<file path="src/rtl/sparse_pkg.sv">
// Shared types and constants for the sparse serial event link (transmitter and receiver).
package sparse_pkg;

    typedef enum logic [1:0] {
        IDLE  = 2'd0,
        SHIFT = 2'd1,
        EMIT  = 2'd2
    } state_t;

    localparam logic START_BIT  = 1'b1;
    localparam logic IDLE_LEVEL = 1'b0;

    // Address width for a mask of 'size' entries; never narrower than one bit.
    function automatic int addr_width(input int size);
        return (size > 1) ? $clog2(size) : 1;
    endfunction

endpackage

</file>
<file path="src/rtl/sparse_prio_enc.sv">
// Lowest-set-bit priority encoder with an any-bit-set flag; purely combinational.
module sparse_prio_enc
    import sparse_pkg::*;
#(
    parameter int SIZE   = 8,
    parameter int ADDR_W = addr_width(SIZE)
) (
    input  logic [SIZE-1:0]   mask,
    output logic [ADDR_W-1:0] idx,
    output logic              any_set
);

    // Scan from the top down so the lowest set bit is the last one written.
    always_comb begin
        idx = '0;
        for (int i = SIZE - 1; i >= 0; i--) begin
            if (mask[i]) begin
                idx = ADDR_W'(i);
            end
        end
        any_set = |mask;
    end

endmodule

</file>
<file path="src/rtl/sparse_event_rx.sv">
// Deserializes one framed activity mask and emits the index of every set bit, lowest first,
// over a valid/ready handshake.
module sparse_event_rx
    import sparse_pkg::*;
#(
    parameter int SIZE = 8
) (
    input  logic                          clk,
    input  logic                          rst_n,
    input  logic                          enable,
    input  logic                          bitstream_in,
    output logic [addr_width(SIZE)-1:0]   addr_out,
    output logic                          addr_valid,
    input  logic                          addr_ready,
    output logic                          frame_done,
    output logic                          overrun
);

    localparam int ADDR_W = addr_width(SIZE);
    localparam int CNT_W  = ADDR_W + 1;
    localparam logic [CNT_W-1:0] LAST_BIT = CNT_W'(SIZE - 1);

    state_t            state_reg, state_next;
    logic [SIZE-1:0]   mask_reg, mask_next;
    logic [CNT_W-1:0]  count_reg, count_next;
    logic              frame_done_reg, frame_done_next;
    logic              overrun_reg, overrun_next;

    logic [ADDR_W-1:0] enc_idx;
    logic              enc_any;

    sparse_prio_enc #(
        .SIZE   (SIZE),
        .ADDR_W (ADDR_W)
    ) u_prio_enc (
        .mask    (mask_reg),
        .idx     (enc_idx),
        .any_set (enc_any)
    );

    always_ff @(posedge clk or negedge rst_n) begin
        if (!rst_n) begin
            state_reg      <= IDLE;
            mask_reg       <= '0;
            count_reg      <= '0;
            frame_done_reg <= 1'b0;
            overrun_reg    <= 1'b0;
        end else if (enable) begin
            state_reg      <= state_next;
            mask_reg       <= mask_next;
            count_reg      <= count_next;
            frame_done_reg <= frame_done_next;
            overrun_reg    <= overrun_next;
        end
    end

    always_comb begin
        state_next      = state_reg;
        mask_next       = mask_reg;
        count_next      = count_reg;
        frame_done_next = 1'b0;
        overrun_next    = overrun_reg;
        case (state_reg)
            IDLE: begin
                if (bitstream_in == START_BIT) begin
                    count_next = '0;
                    mask_next  = '0;
                    state_next = SHIFT;
                end
            end
            SHIFT: begin
                mask_next[count_reg[ADDR_W-1:0]] = bitstream_in;
                count_next = count_reg + 1'b1;
                if (count_reg == LAST_BIT) begin
                    if (|mask_next) begin
                        state_next = EMIT;
                    end else begin
                        frame_done_next = 1'b1;
                        state_next      = IDLE;
                    end
                end
            end
            EMIT: begin
                // A start bit here belongs to a frame we cannot buffer; flag it and drop it.
                if (bitstream_in != IDLE_LEVEL) begin
                    overrun_next = 1'b1;
                end
                if (addr_ready) begin
                    mask_next[enc_idx] = 1'b0;
                    if (mask_next == '0) begin
                        state_next      = IDLE;
                        frame_done_next = 1'b1;
                    end
                end
            end
            default: begin
                state_next = IDLE;
            end
        endcase
    end

    assign addr_valid = (state_reg == EMIT) && enc_any;
    assign addr_out   = addr_valid ? enc_idx : '0;
    assign frame_done = frame_done_reg;
    assign overrun    = overrun_reg;

endmodule
</file>
<file path="config.mk">
export PLATFORM = sky130hd
export DESIGN_NAME = sparse_event_rx
export DESIGN_NICKNAME = d
export VERILOG_FILES = /design/src/rtl/sparse_pkg.sv /design/src/rtl/sparse_prio_enc.sv /design/src/rtl/sparse_event_rx.sv
export SDC_FILE = /design/constraint.sdc
export NUM_CORES = 1
export LEC_CHECK = 0
export ABC_CLOCK_PERIOD_IN_PS = 2270
export BUFFER_PORTS_ARGS = -buffer_cell sky130_fd_sc_hd__buf_2
export CAP_MARGIN = 20
export CORE_MARGIN = 2
export CORE_UTILIZATION = 45
export DETAILED_ROUTE_END_ITERATION = 8
export HOLD_SLACK_MARGIN = 0.1
export PLACE_DENSITY = 0.65
export SYNTH_ARGS = -nofsm -noshare
export SYNTH_HDL_FRONTEND = slang
export SYNTH_SLANG_ARGS = --single-unit
</file>
<file path="constraint.sdc">
create_clock -name clk -period 2.27 [get_ports clk]
set_input_delay 0.1135 -clock clk [delete_from_list [all_inputs] [get_ports clk]]
set_output_delay 0.1135 -clock clk [all_outputs]
set_load 0.005 [all_outputs]
</file>
# After elaboration in Yosys (flattened, before gate mapping)
# Cells that the tools add are included.
[word_totals] elab_cells=62 reg_bits=16 inputBits=5 out_inout_bits=6
[op_classes] n_reduce_logical=13 n_mux=30 eq_ne=7 n_bitwise=2 n_addsub=1 magnitude_cmp=4
[op_table] cell="3-bit two-way mux" count=9
[op_table] cell="8-bit case mux with 3 select lines" count=1
[op_table] cell="8-bit two-way mux" count=2
[op_table] cell="8-bit OR reduction" count=2
[op_table] cell="2-bit two-way mux" count=5
[op_table] cell="8-bit AND" count=1
[op_table] cell="8-bit bitwise mux" count=1
[op_table] cell="8-bit zero test" count=1
[op_table] cell="3-bit by 4-bit less-than comparator with 1-bit output (second input constant)" count=2
[op_table] cell="2-bit != test (second input constant)" count=4
[op_table] cell="8-bit NOT" count=1
[op_table] cell="4-bit case mux with 2 select lines" count=1
[op_table] cell="1-bit demux with 3-bit select" count=2
[op_table] cell="3-bit by 1-bit >= comparator with 1-bit output (second input constant)" count=2
[op_table] cell="1-bit two-way mux" count=6
[op_table] cell="2-bit case mux with 3 select lines" count=1
[op_table] cell="3-bit AND reduction" count=2
[op_table] cell="5-bit AND reduction" count=1
[op_table] cell="4-bit by 1-bit adder with 4-bit output (second input constant)" count=1
[op_table] cell="4-bit by 3-bit == test with 1-bit output (second input constant)" count=1
[op_table] cell="4-bit two-way mux" count=1
[op_table] cell="4-bit AND reduction" count=1
[op_table] cell="1-bit logical AND" count=3
[op_table] cell="3-bit nonzero test" count=1
[op_table] cell="other kinds (5)" count=5

# Logic depth before layout (Yosys ltp)
# Gate-level depths: netlist (run 1).
[depth] depth_word=18 mapped_depth=7 mapped_depth_nobuf=7

# Hierarchy
# A second synthesis (run 1) with hierarchy kept.
[unflattened] cells_unflattened=162 area_unflattened_um2=1366.3
[by_module_without_submodules] mod="sparse_event_rx" area_each_um2=1285.0 instances=1 seq_area_each_um2=400.4 cells_each=149
[by_module_without_submodules] mod="sparse_prio_enc" area_each_um2=81.3 instances=1 seq_area_each_um2=0.0 cells_each=13

# Worst setup path before layout (run 1)
# No wires, ideal clock.
[synth_timing] path_kind="register to register" from="register mask_reg[2]" to="register state_reg[1]" synth_period_minus_slack_ns=1.925 path_stages_with_launch=7 required_ns=2.145 path_buffers=1 setup_time_ns=0.125 arrival_ns=1.800 setup_slack_ns=0.345 path_cell_list="dfrtp_1 -> buf_6 -> nor4_4 -> a32oi_1 -> a211o_1 -> a221oi_4 -> mux2_4"
[synth_between] elab_chain_len=12 elab_cells_between_ends=18 classes_between="order compare: 2; eq/ne: 1; mux: 9; bitwise: 2; reduce/logical: 4"
[synth_lines] item="start, declared" line="sparse_event_rx.sv:24" source="logic [SIZE-1:0] mask_reg, mask_next;"
[synth_lines] item="start signal, assigned" line="sparse_event_rx.sv:50" source="mask_reg <= mask_next;"
[synth_lines] item="3-bit two-way mux (3 in series)" line="sparse_prio_enc.sv:17" source="if (mask[i]) begin"
[synth_lines] item="3-bit by 4-bit less-than comparator with 1-bit output (not written as such) or 3-bit by 1-bit >= comparator with 1-bit output (tied branches)" line="sparse_event_rx.sv:89" source="mask_next[enc_idx] = 1'b0;"
[synth_lines] item="1-bit logical AND (not written as such)" line="sparse_event_rx.sv:89"
[synth_lines] item="1-bit two-way mux (not written as such)" line="sparse_event_rx.sv:89"
[synth_lines] item="1-bit demux with 3-bit select" line="sparse_event_rx.sv:89"
[synth_lines] item="8-bit NOT (no source line)"
[synth_lines] item="8-bit AND (no source line)"
[synth_lines] item="8-bit zero test" line="sparse_event_rx.sv:90" source="if (mask_next == '0) begin"
[synth_lines] item="2-bit != test (no source line)"
[synth_lines] item="5-bit AND reduction (no source line)"
[synth_lines] item="end signal, assigned" line="sparse_event_rx.sv:49" source="state_reg <= state_next;"
[synth_lines] item="end, declared" line="sparse_event_rx.sv:23" source="state_t state_reg, state_next;"
# Parallel ways exist; a longest one is shown, timed or not. The select of a mux whose other input is x is not followed.
# A chain may end at the register's enable or synchronous reset.

# Worst setup path in the final report (run 1)
[layout_timing] from="register mask_reg[3]" to="output port addr_out[2]"
[layout_between] elab_chain_len=5 elab_cells_between_ends=7 classes_between="mux: 5; reduce/logical: 2"
[layout_lines] item="3-bit two-way mux (4 in series)" line="sparse_prio_enc.sv:17"
[layout_lines] item="3-bit two-way mux *" line="sparse_event_rx.sv:103" source="assign addr_out = addr_valid ? enc_idx : '0;"
[layout_lines] item="end, declared" line="sparse_event_rx.sv:12" source="output logic [addr_width(SIZE)-1:0] addr_out,"
# Every way passes the cells marked *; elsewhere a longest branch is shown, timed or not.

==> results of run 1 <==
area by class of cell:
class | count | area [um2]
inverters | 12 | 45.0
clock buffers | 3 | 22.5
multi-input cells | 119 | 800
repair buffers | 15 | 90.1
fillers | 264 | 1360
flip-flops and latches | 16 | 400
well taps | 31 | 38.8
metrics by stage:
stage | setup WS, ns | hold WS, ns | total power, mW | util [%] | area, um2
6_report | 0.164 | 0.120 | 1.51 | 50.6 | 1400
5_1_grt | 0.0801 | 0.114 | 1.61 | 50.6 | 1400
4_1_cts | 0.188 | 0.116 | 1.50 | 50.6 | 1400
3_5_place_dp | 0.222 | 0.0590 | 1.33 | 49.5 | 1360
3_3_place_gp | 0.267 | 0.0523 | 1.32 | 49.5 | 1360
2_1_floorplan | 0.345 | -0.182 | 1.13 | - | 1300
timing repair:
action	in CTS	in global routing
buffers inserted	0	0
hold endpoints to repair	16	0
hold buffers	1	0
report_power, final:
group / switching [mW] / leakage (nW) / total [mW] / internal (mW)
Clock: 0.0930 / 0.0138 / 0.155 / 0.0618
Combinational: 0.492 / 0.401 / 0.855 / 0.363
Sequential: 0.133 / 0.210 / 0.495 / 0.362
cell families (layout without fill, tap and decap cells):
kind of cell	Yosys count	in the layout	share of synthesized area, %
AOI/OAI and AO/OA	60	60	32.4
and+or+nand+nor	49	49	20.1
muxes	4	4	3.46
xor gates and xnor gates	1	1	0.673
DFF	16	16	30.7
adders and majority gates	5	5	4.80
buffers and inverters	22	30	7.88
layout by cell type, fill, tap and decap left out, drive strengths merged, types with 2 or more instances in the layout:
| cell type | n |
|---|---|
| o21ai | 16 |
| dfrtp | 16 |
| nor2 | 16 |
| buf | 14 |
| inv | 12 |
| nand2 | 11 |
| a21oi | 9 |
| ha | 5 |
| nor3 | 4 |
| o22ai | 4 |
| a31oi | 3 |
| a211oi | 3 |
| nand4 | 3 |
| a22o | 3 |
| mux2i | 3 |
| nand2b | 3 |
| o31ai | 3 |
| clkbuf | 3 |
| nor3b | 2 |
| a311oi | 2 |
| or3b | 2 |
| o21a | 2 |
worst reg2reg max path, cell delays in order (launching register included):
cell	delay, ns
dfrtp_1	0.51
nor4_4	0.36
a32oi_1	0.17
a211o_1	0.32
a221oi_4	0.27
mux2_4	0.32
routing by layer:
layer	GRT usage, %	up-vias	wire length, um
li1	-	603	-
met1	27.8	571	1480
met2	32.0	55	1480
met3	5.36	12	231
met4	9.30	0	88
met5	0	-	0
final timing paths:
kind	from	end
min	enable	overrun$_DFFE_PN0P_
min in group asynchronous	rst_n	mask_reg[7]$_DFFE_PN0P_
min reg2reg	overrun$_DFFE_PN0P_	overrun$_DFFE_PN0P_
max	mask_reg[3]$_DFFE_PN0P_	addr_out[2]
max in group asynchronous	rst_n	overrun$_DFFE_PN0P_
max reg2reg	mask_reg[2]$_DFFE_PN0P_	state_reg[1]$_DFFE_PN0P_
==> impl_metrics.yaml, run 1 <==
synth:
  synthCells: 157
  synth_edf_count: 0
  yosysTopAreaCell: "dfrtp_1"
  ys_dominant_reg_cell: "dfrtp_1"
  ys_warn_count: 0
  synth.area.top_cells: "dfrtp_1 (31%), o21ai_0 (6.1%), ha_1 (4.8%)"
  avgSynthCellArea_um2: 8.30
  syn_area_um2: 1300
  synthDistinctLibCells: 51
  ys_seq_area_share_pct: 30.7
  syn_nets: 167
  synth_common_cells: "dfrtp_1 (16), o21ai_0 (16), nor2_1 (15)"
  yosysTopAreaCellShare_pct: 30.7
  synth.ff_latch_count: 16
  synthArstFlopShare_pct: 100
detailed_routing:
  firstDrtPassIters: 4
  drt_wl_total_um: 3280
  drtIter0Drc: 94
  ant_nets: 0
  vias_per_cell: 6.33
  vias: 1241
  routedWlPerCell_um: 16.7
  drc_errors: 0
die:
  start_util_pct: 47.2
  io-pin-count: 11
  rows: 19
  die_h_um: 57.8
  die_w_um: 57.8
  die_area_um2: 3340
  core_um2: 2760
setup_path:
  endpoint_kind: "primary output"
  critPathLaunchType: "register"
  cp.depth: 4
  crit_arrival_ns: 1.99
  r2r_cells: 5
  critPathTopFamily: "simple AND/OR/NAND/NOR gates"
  cp_num_buf_inv: 2
  r2r_setup_slack_ns: 0.20
  max_stage_delay_ns: 0.70
  path_max_fanout: 8
  worstPathRequired_ns: 2.16
  crit_type: "reg2out"
  slowest_stage: "or4_2"
  worstPathCellList: "buf_4 > or4_2 > a211oi_1 > buf_2"
job:
  cap_viol_max_count: 0
clocking:
  path_clk_slew_ns: 0.10
  cts_root_buffer: "clkbuf_4"
  htree_num_levels: 1
  cts_tree: "yes"
  clkLatencyLatePin_ns: 0.29
  cts_resized: 0
  cts_inserted_buffers: 3
  cts_buffer_depth: 2
  cts_sinks: 16
placed_design:
  place_congestion: 0.857
  placedCellCount: 192
  portBuffers: 10
  hpwl_um: 2440
global_route:
  antenna_found_initial: 0
  gr-usage-all-layers_pct: 20.9
  grt_pass1_vias: 1199
  grt_pass1_wl_um: 5420
  overflow: 0
  grt_max_degree: 17
sta:
  fin_skew_ns: 0.00622
  tightest_slew_ns: 0.556
  fin_tns_setup_ns: 0
  setup_viol: 0
  min_period_ns: 2.11
  fin_crit_sh_pct: 92.8
  maxSlewViolCount: 0
  max_clock_freq_mhz: 475
  max_slew_margin_pct: 62.5
  hold_violations: 0
  rsz0062_at_grt: "no"
layout:
  largest_reg_flops: 8
  nets: 177
  antennaDiodeCount: 0
  areaGrowthSynthToFinish_pct: 7.20
  drive_gt1_share_pct: 16.4
  stdcell_count: 196
hold_path:
  whs_path_depth: 2
  hold_class: "in2reg"
power:
  power_density_nw_per_um2: 1080
  max-vdd-ir-drop_v: 0.000686
  leakage_nw: 0.625
outcome:
  outcome: "finished, final reports clean"
Note: power is estimated with default switching activity, not from simulation.
==> inputs of run 2 (changes only) <==
--- a/config.mk
+++ b/config.mk
@@ -10,6 +10,7 @@
 export CAP_MARGIN = 20
 export CORE_MARGIN = 2
 export CORE_UTILIZATION = 45
+export CTS_BUF_LIST = sky130_fd_sc_hd__clkbuf_16
 export DETAILED_ROUTE_END_ITERATION = 8
 export HOLD_SLACK_MARGIN = 0.1
 export PLACE_DENSITY = 0.65
==> run 2 against run 1 <==
Effect of this change: core utilization increased by 1.9 points; flip-flop and latch count is the same; via count down 0.24%; die area unchanged; register-to-register slack barely moved.
==> impl_metrics.yaml, run 2 (same netlist as run 1, synthesis figures left out) <==
outcome:
  outcome: "finished, final reports clean"
sta:
  tightest_slew_ns: 0.558
  setup_slack_ns: 0.195
  fin_crit_sh_pct: 91.4
  fin_tns_setup_ns: 0
  min_period_ns: 2.07
  rsz0062_at_grt: "no"
  setup_viol: 0
  fin_skew_ns: 0.00552
  maxSlewViolCount: 0
  max_clock_freq_mhz: 482
  max_slew_margin_pct: 62.4
  hold_violations: 0
detailed_routing:
  routedWlPerCell_um: 16.9
  vias_per_cell: 6.32
  drc_errors: 0
  drtIter0Drc: 75
  vias: 1238
  drt_wl_total_um: 3310
  ant_nets: 0
  firstDrtPassIters: 4
setup_path:
  worstPathRequired_ns: 2.40
  r2r-start: "mask_reg[2]$_DFFE_PN0P_"
  crit_start: "mask_reg[2]$_DFFE_PN0P_"
  crit_arrival_ns: 2.21
  crit_end: "state_reg[1]$_DFFE_PN0P_"
  critPathLaunchType: "register"
  max_stage_delay_ns: 0.49
  worstPathCellList: "nor4_4 > a32oi_1 > a211o_1 > a221oi_4 > mux2_4"
  timing.rr.end: "state_reg[1]$_DFFE_PN0P_"
  endpoint_kind: "register"
  r2r_cells: 5
  r2r_setup_slack_ns: 0.20
  path_max_fanout: 10
  slowest_stage: "dfrtp_1"
  crit_type: "reg2reg"
layout:
  drive_gt1_share_pct: 16.4
  stdcell_count: 196
  areaGrowthSynthToFinish_pct: 11.2
  largest_reg_flops: 8
  nets: 177
  antennaDiodeCount: 0
  stdcell_area_um2: 1450
  layout_common_cells: "o21ai_0 (16), dfrtp_1 (16), nor2_1 (15)"
clocking:
  clkLatencyLatePin_ns: 0.25
  htree_num_levels: 1
  cts_sinks: 16
  cts_buffer_depth: 2
  cts_root_buffer: "clkbuf_16"
  cts_tree: "yes"
  cts_inserted_buffers: 3
  path_clk_slew_ns: 0.05
global_route:
  overflow: 0
  grt_pass1_vias: 1215
  grt_max_degree: 17
  antenna_found_initial: 0
  grt_pass1_wl_um: 5490
  gr-usage-all-layers_pct: 21.0
power:
  max-vdd-ir-drop_v: 0.000874
  leakage_nw: 0.648
  total_power_mw: 1.69
  power_density_nw_per_um2: 1170
die:
  io-pin-count: 11
  die_area_um2: 3340
  die_h_um: 57.8
  start_util_pct: 47.2
  die_w_um: 57.8
  core_um2: 2760
  rows: 19
placed_design:
  hpwl_um: 2440
  dp_slack_ns: 0.222
  placedCellCount: 192
  place_congestion: 0.857
  portBuffers: 10
  post_dp_cell_area_um2: 1360
hold_path:
  hold_class: "in2reg"
  whs_path_depth: 2
job:
  cap_viol_max_count: 0
## run 2: changes by cell type in the layout (fill, tap and decap cells not counted)
cell	change
clkbuf_4	-3
clkbuf_16	+3
## run 2: worst max-delay path, delay by kind of cell, from the launching register on
| family | cells | cell delay, ns |
|---|---|---|
| compound gates | 3 | 0.78 |
| flops | 1 | 0.49 |
| simple gates | 1 | 0.36 |
| mux | 1 | 0.32 |
## run 2: per-layer routing
metal  vias up  wire length (um)  track usage [%]  share of wire [%]
li1        600                 -                -                  -
met1       588              1510             27.8                 46
met2        42              1560             33.0                 47
met3         8               184             6.03                5.6
met4         0                55             7.31                1.7
met5         -                 0                0                  0
## run 2: report_power, final
part / internal [mW] / total (mW) / switching [mW]
clock: 0.231 / 0.343 / 0.111
combinational: 0.362 / 0.854 / 0.492
sequential: 0.363 / 0.498 / 0.134
## run 2: what timing repair did
action	in CTS	in global routing
setup buffers	0	0
hold buffers	1	0
hold endpoints to repair	16	0
resized for setup	0	0
## run 2: worst min path at each step
stage          startpoint                        to  slack (ns)
2_1_floorplan       rst_n  count_reg[0]$_DFFE_PN0P_       -0.18
3_3_place_gp        rst_n   mask_reg[5]$_DFFE_PN0P_        0.05
3_5_place_dp        rst_n   mask_reg[6]$_DFFE_PN0P_        0.06
4_1_cts            enable       overrun$_DFFE_PN0P_        0.17
5_1_grt            enable       overrun$_DFFE_PN0P_        0.18
6_report           enable       overrun$_DFFE_PN0P_        0.17
## run 2: layout make-up
class | instances | area [um2]
flip-flops and latches | 16 | 400
inverters | 12 | 45.0
fillers | 261 | 1310
clock buffers | 3 | 75.1
repair buffers | 15 | 90.1
multi-input cells | 119 | 800
well taps | 31 | 38.8
## run 2: through the flow
stage               util [%]  hold WS, ns
floorplan                  -       -0.182
global placement        49.5       0.0523
detailed placement      49.5       0.0590
CTS                     52.5        0.166
global route            52.5        0.180
finish                  52.5        0.173
==> inputs of run 3 (changes only) <==
--- a/config.mk
+++ b/config.mk
@@ -9,11 +9,11 @@
 export BUFFER_PORTS_ARGS = -buffer_cell sky130_fd_sc_hd__buf_2
 export CAP_MARGIN = 20
 export CORE_MARGIN = 2
-export CORE_UTILIZATION = 45
+export CORE_UTILIZATION = 25
 export CTS_BUF_LIST = sky130_fd_sc_hd__clkbuf_16
 export DETAILED_ROUTE_END_ITERATION = 8
 export HOLD_SLACK_MARGIN = 0.1
-export PLACE_DENSITY = 0.65
+export PLACE_DENSITY = 0.42
 export SYNTH_ARGS = -nofsm -noshare
 export SYNTH_HDL_FRONTEND = slang
 export SYNTH_SLANG_ARGS = --single-unit
==> run 3 against run 2 <==
Effect of this change: global-route usage is 8.4 points lower; combinational power is 3.5% higher; final cell count is 20% higher; die area is 74% higher; critical path type unchanged; clock power is 3% higher; sequential power hardly changed; routed wire length is 8.4% higher; first-iteration DRC count grew to 2.6 times the previous value; count of clock-buffer cells in the layout stayed put; total power is 2.4% higher.
==> impl_metrics.yaml, run 3 (same netlist as run 1, synthesis figures left out) <==
outcome:
  outcome: "finished, final reports clean"
die:
  die_h_um: 76.2
  die_area_um2: 5800
  die_w_um: 76.2
  core_um2: 5070
  io-pin-count: 11
  rows: 26
  start_util_pct: 25.7
global_route:
  grt_pass1_wl_um: 5980
  grt_pass1_vias: 1186
  gr-usage-all-layers_pct: 12.6
  overflow: 0
  grt_max_degree: 17
  antenna_found_initial: 0
clocking:
  cts_tree: "yes"
  cts_buffer_depth: 2
  cts_inserted_buffers: 3
  htree_num_levels: 1
  clkLatencyLatePin_ns: 0.25
  cts_sinks: 16
  cts_root_buffer: "clkbuf_16"
  path_clk_slew_ns: 0.05
  cts_setup_buffers: 0
sta:
  fin_skew_ns: 0.00251
  fin_tns_setup_ns: 0
  max_clock_freq_mhz: 475
  maxSlewViolCount: 0
  max_slew_margin_pct: 57.6
  setup_viol: 0
  tightest_slew_ns: 0.620
  rsz0062_at_grt: "no"
  hold_violations: 0
  fin_crit_sh_pct: 92.8
  min_period_ns: 2.11
setup_path:
  endpoint_kind: "register"
  path_max_fanout: 10
  r2r_setup_slack_ns: 0.16
  critPathLaunchType: "register"
  r2r_cells: 5
  crit_start: "mask_reg[2]$_DFFE_PN0P_"
  crit_type: "reg2reg"
  timing.rr.end: "state_reg[1]$_DFFE_PN0P_"
  r2r-start: "mask_reg[2]$_DFFE_PN0P_"
  crit_arrival_ns: 2.24
  worstPathRequired_ns: 2.40
  crit_end: "state_reg[1]$_DFFE_PN0P_"
placed_design:
  place_congestion: 0.812
  post_dp_cell_area_um2: 1410
  hpwl_um: 2770
  placedCellCount: 231
  portBuffers: 10
detailed_routing:
  drtIter0Drc: 195
  vias: 1247
  drt_wl_total_um: 3590
  firstDrtPassIters: 4
  vias_per_cell: 5.28
  drc_errors: 0
  ant_nets: 0
  routedWlPerCell_um: 15.2
layout:
  stdcell_count: 236
  n_fill_cell: 556
  largest_reg_flops: 8
  areaGrowthSynthToFinish_pct: 15.3
  stdcell_area_um2: 1500
  drive_gt1_share_pct: 16.3
  antennaDiodeCount: 0
  nets: 177
  layout_common_cells: "o21ai_0 (16), dfrtp_1 (16), nor2_1 (15)"
power:
  power_density_nw_per_um2: 1160
  leakage_nw: 0.649
  max-vdd-ir-drop_v: 0.000507
job:
  cap_viol_max_count: 0
hold_path:
  hold_class: "in2reg"
run 3: per-stage QoR:
stage / utilization, % / setup slack, ns / hold WS, ns / total power, mW
final: 29.6 / 0.163 / 0.172 / 1.74
after global routing: 29.6 / 0.102 / 0.175 / 1.88
after CTS: 29.6 / 0.187 / 0.169 / 1.74
after detailed placement: 27.8 / 0.187 / 0.0714 / 1.37
after global placement: 27.8 / 0.252 / 0.0625 / 1.39
after floorplan: - / 0.345 / -0.182 / 1.13
run 3: per-layer routing:
metal  up-vias  part of all wire [%]  GRT usage [%]
met5         -                     0              0
met4         0                   2.6           5.27
met3         8                   7.0           2.49
met2        53                    44           18.6
met1       588                    46           17.9
li1        598                     -              -
run 3: worst max-delay path: stages (launching register included):
cell	delay, ns
dfrtp_1	0.50
nor4_4	0.38
a32oi_1	0.17
a211o_1	0.33
a221oi_4	0.28
mux2_4	0.32
run 3: power breakdown:
group | internal [mW] | leakage, nW | switching, mW
clock | 0.234 | 0.0385 | 0.120
sequential | 0.363 | 0.210 | 0.135
combinational | 0.373 | 0.400 | 0.511
total | 0.970 | 0.649 | 0.766
run 3: worst min path at each step:
stage                start                  endpoint  slack (ns)  cells past startpoint
CTS                 enable       overrun$_DFFE_PN0P_        0.17                      2
finish              enable       overrun$_DFFE_PN0P_        0.17                      2
global placement     rst_n   mask_reg[4]$_DFFE_PN0P_        0.06                      1
floorplan            rst_n  count_reg[0]$_DFFE_PN0P_       -0.18                      0
global route        enable       overrun$_DFFE_PN0P_        0.18                      2
detailed placement   rst_n   mask_reg[4]$_DFFE_PN0P_        0.07                      1
run 3: layout make-up:
class                      instances  area [um2]  share of cell area, %
clock buffer                       3        75.1                   5.00
clock inverter                     1        3.75                  0.250
tap                               70        87.6                   5.83
sequential                        16         400                   26.7
inverter                          12        45.0                   3.00
multi-input combinational        119         800                   53.3
timing repair buffer              15        90.1                   6.00
run 3: repair_timing:
| action | in CTS | in global routing |
|---|---|---|
| gates resized for setup | 0 | 0 |
| hold buffers | 1 | 0 |
| setup endpoints to repair | 0 | 0 |
| hold endpoints to repair | 16 | 0 |
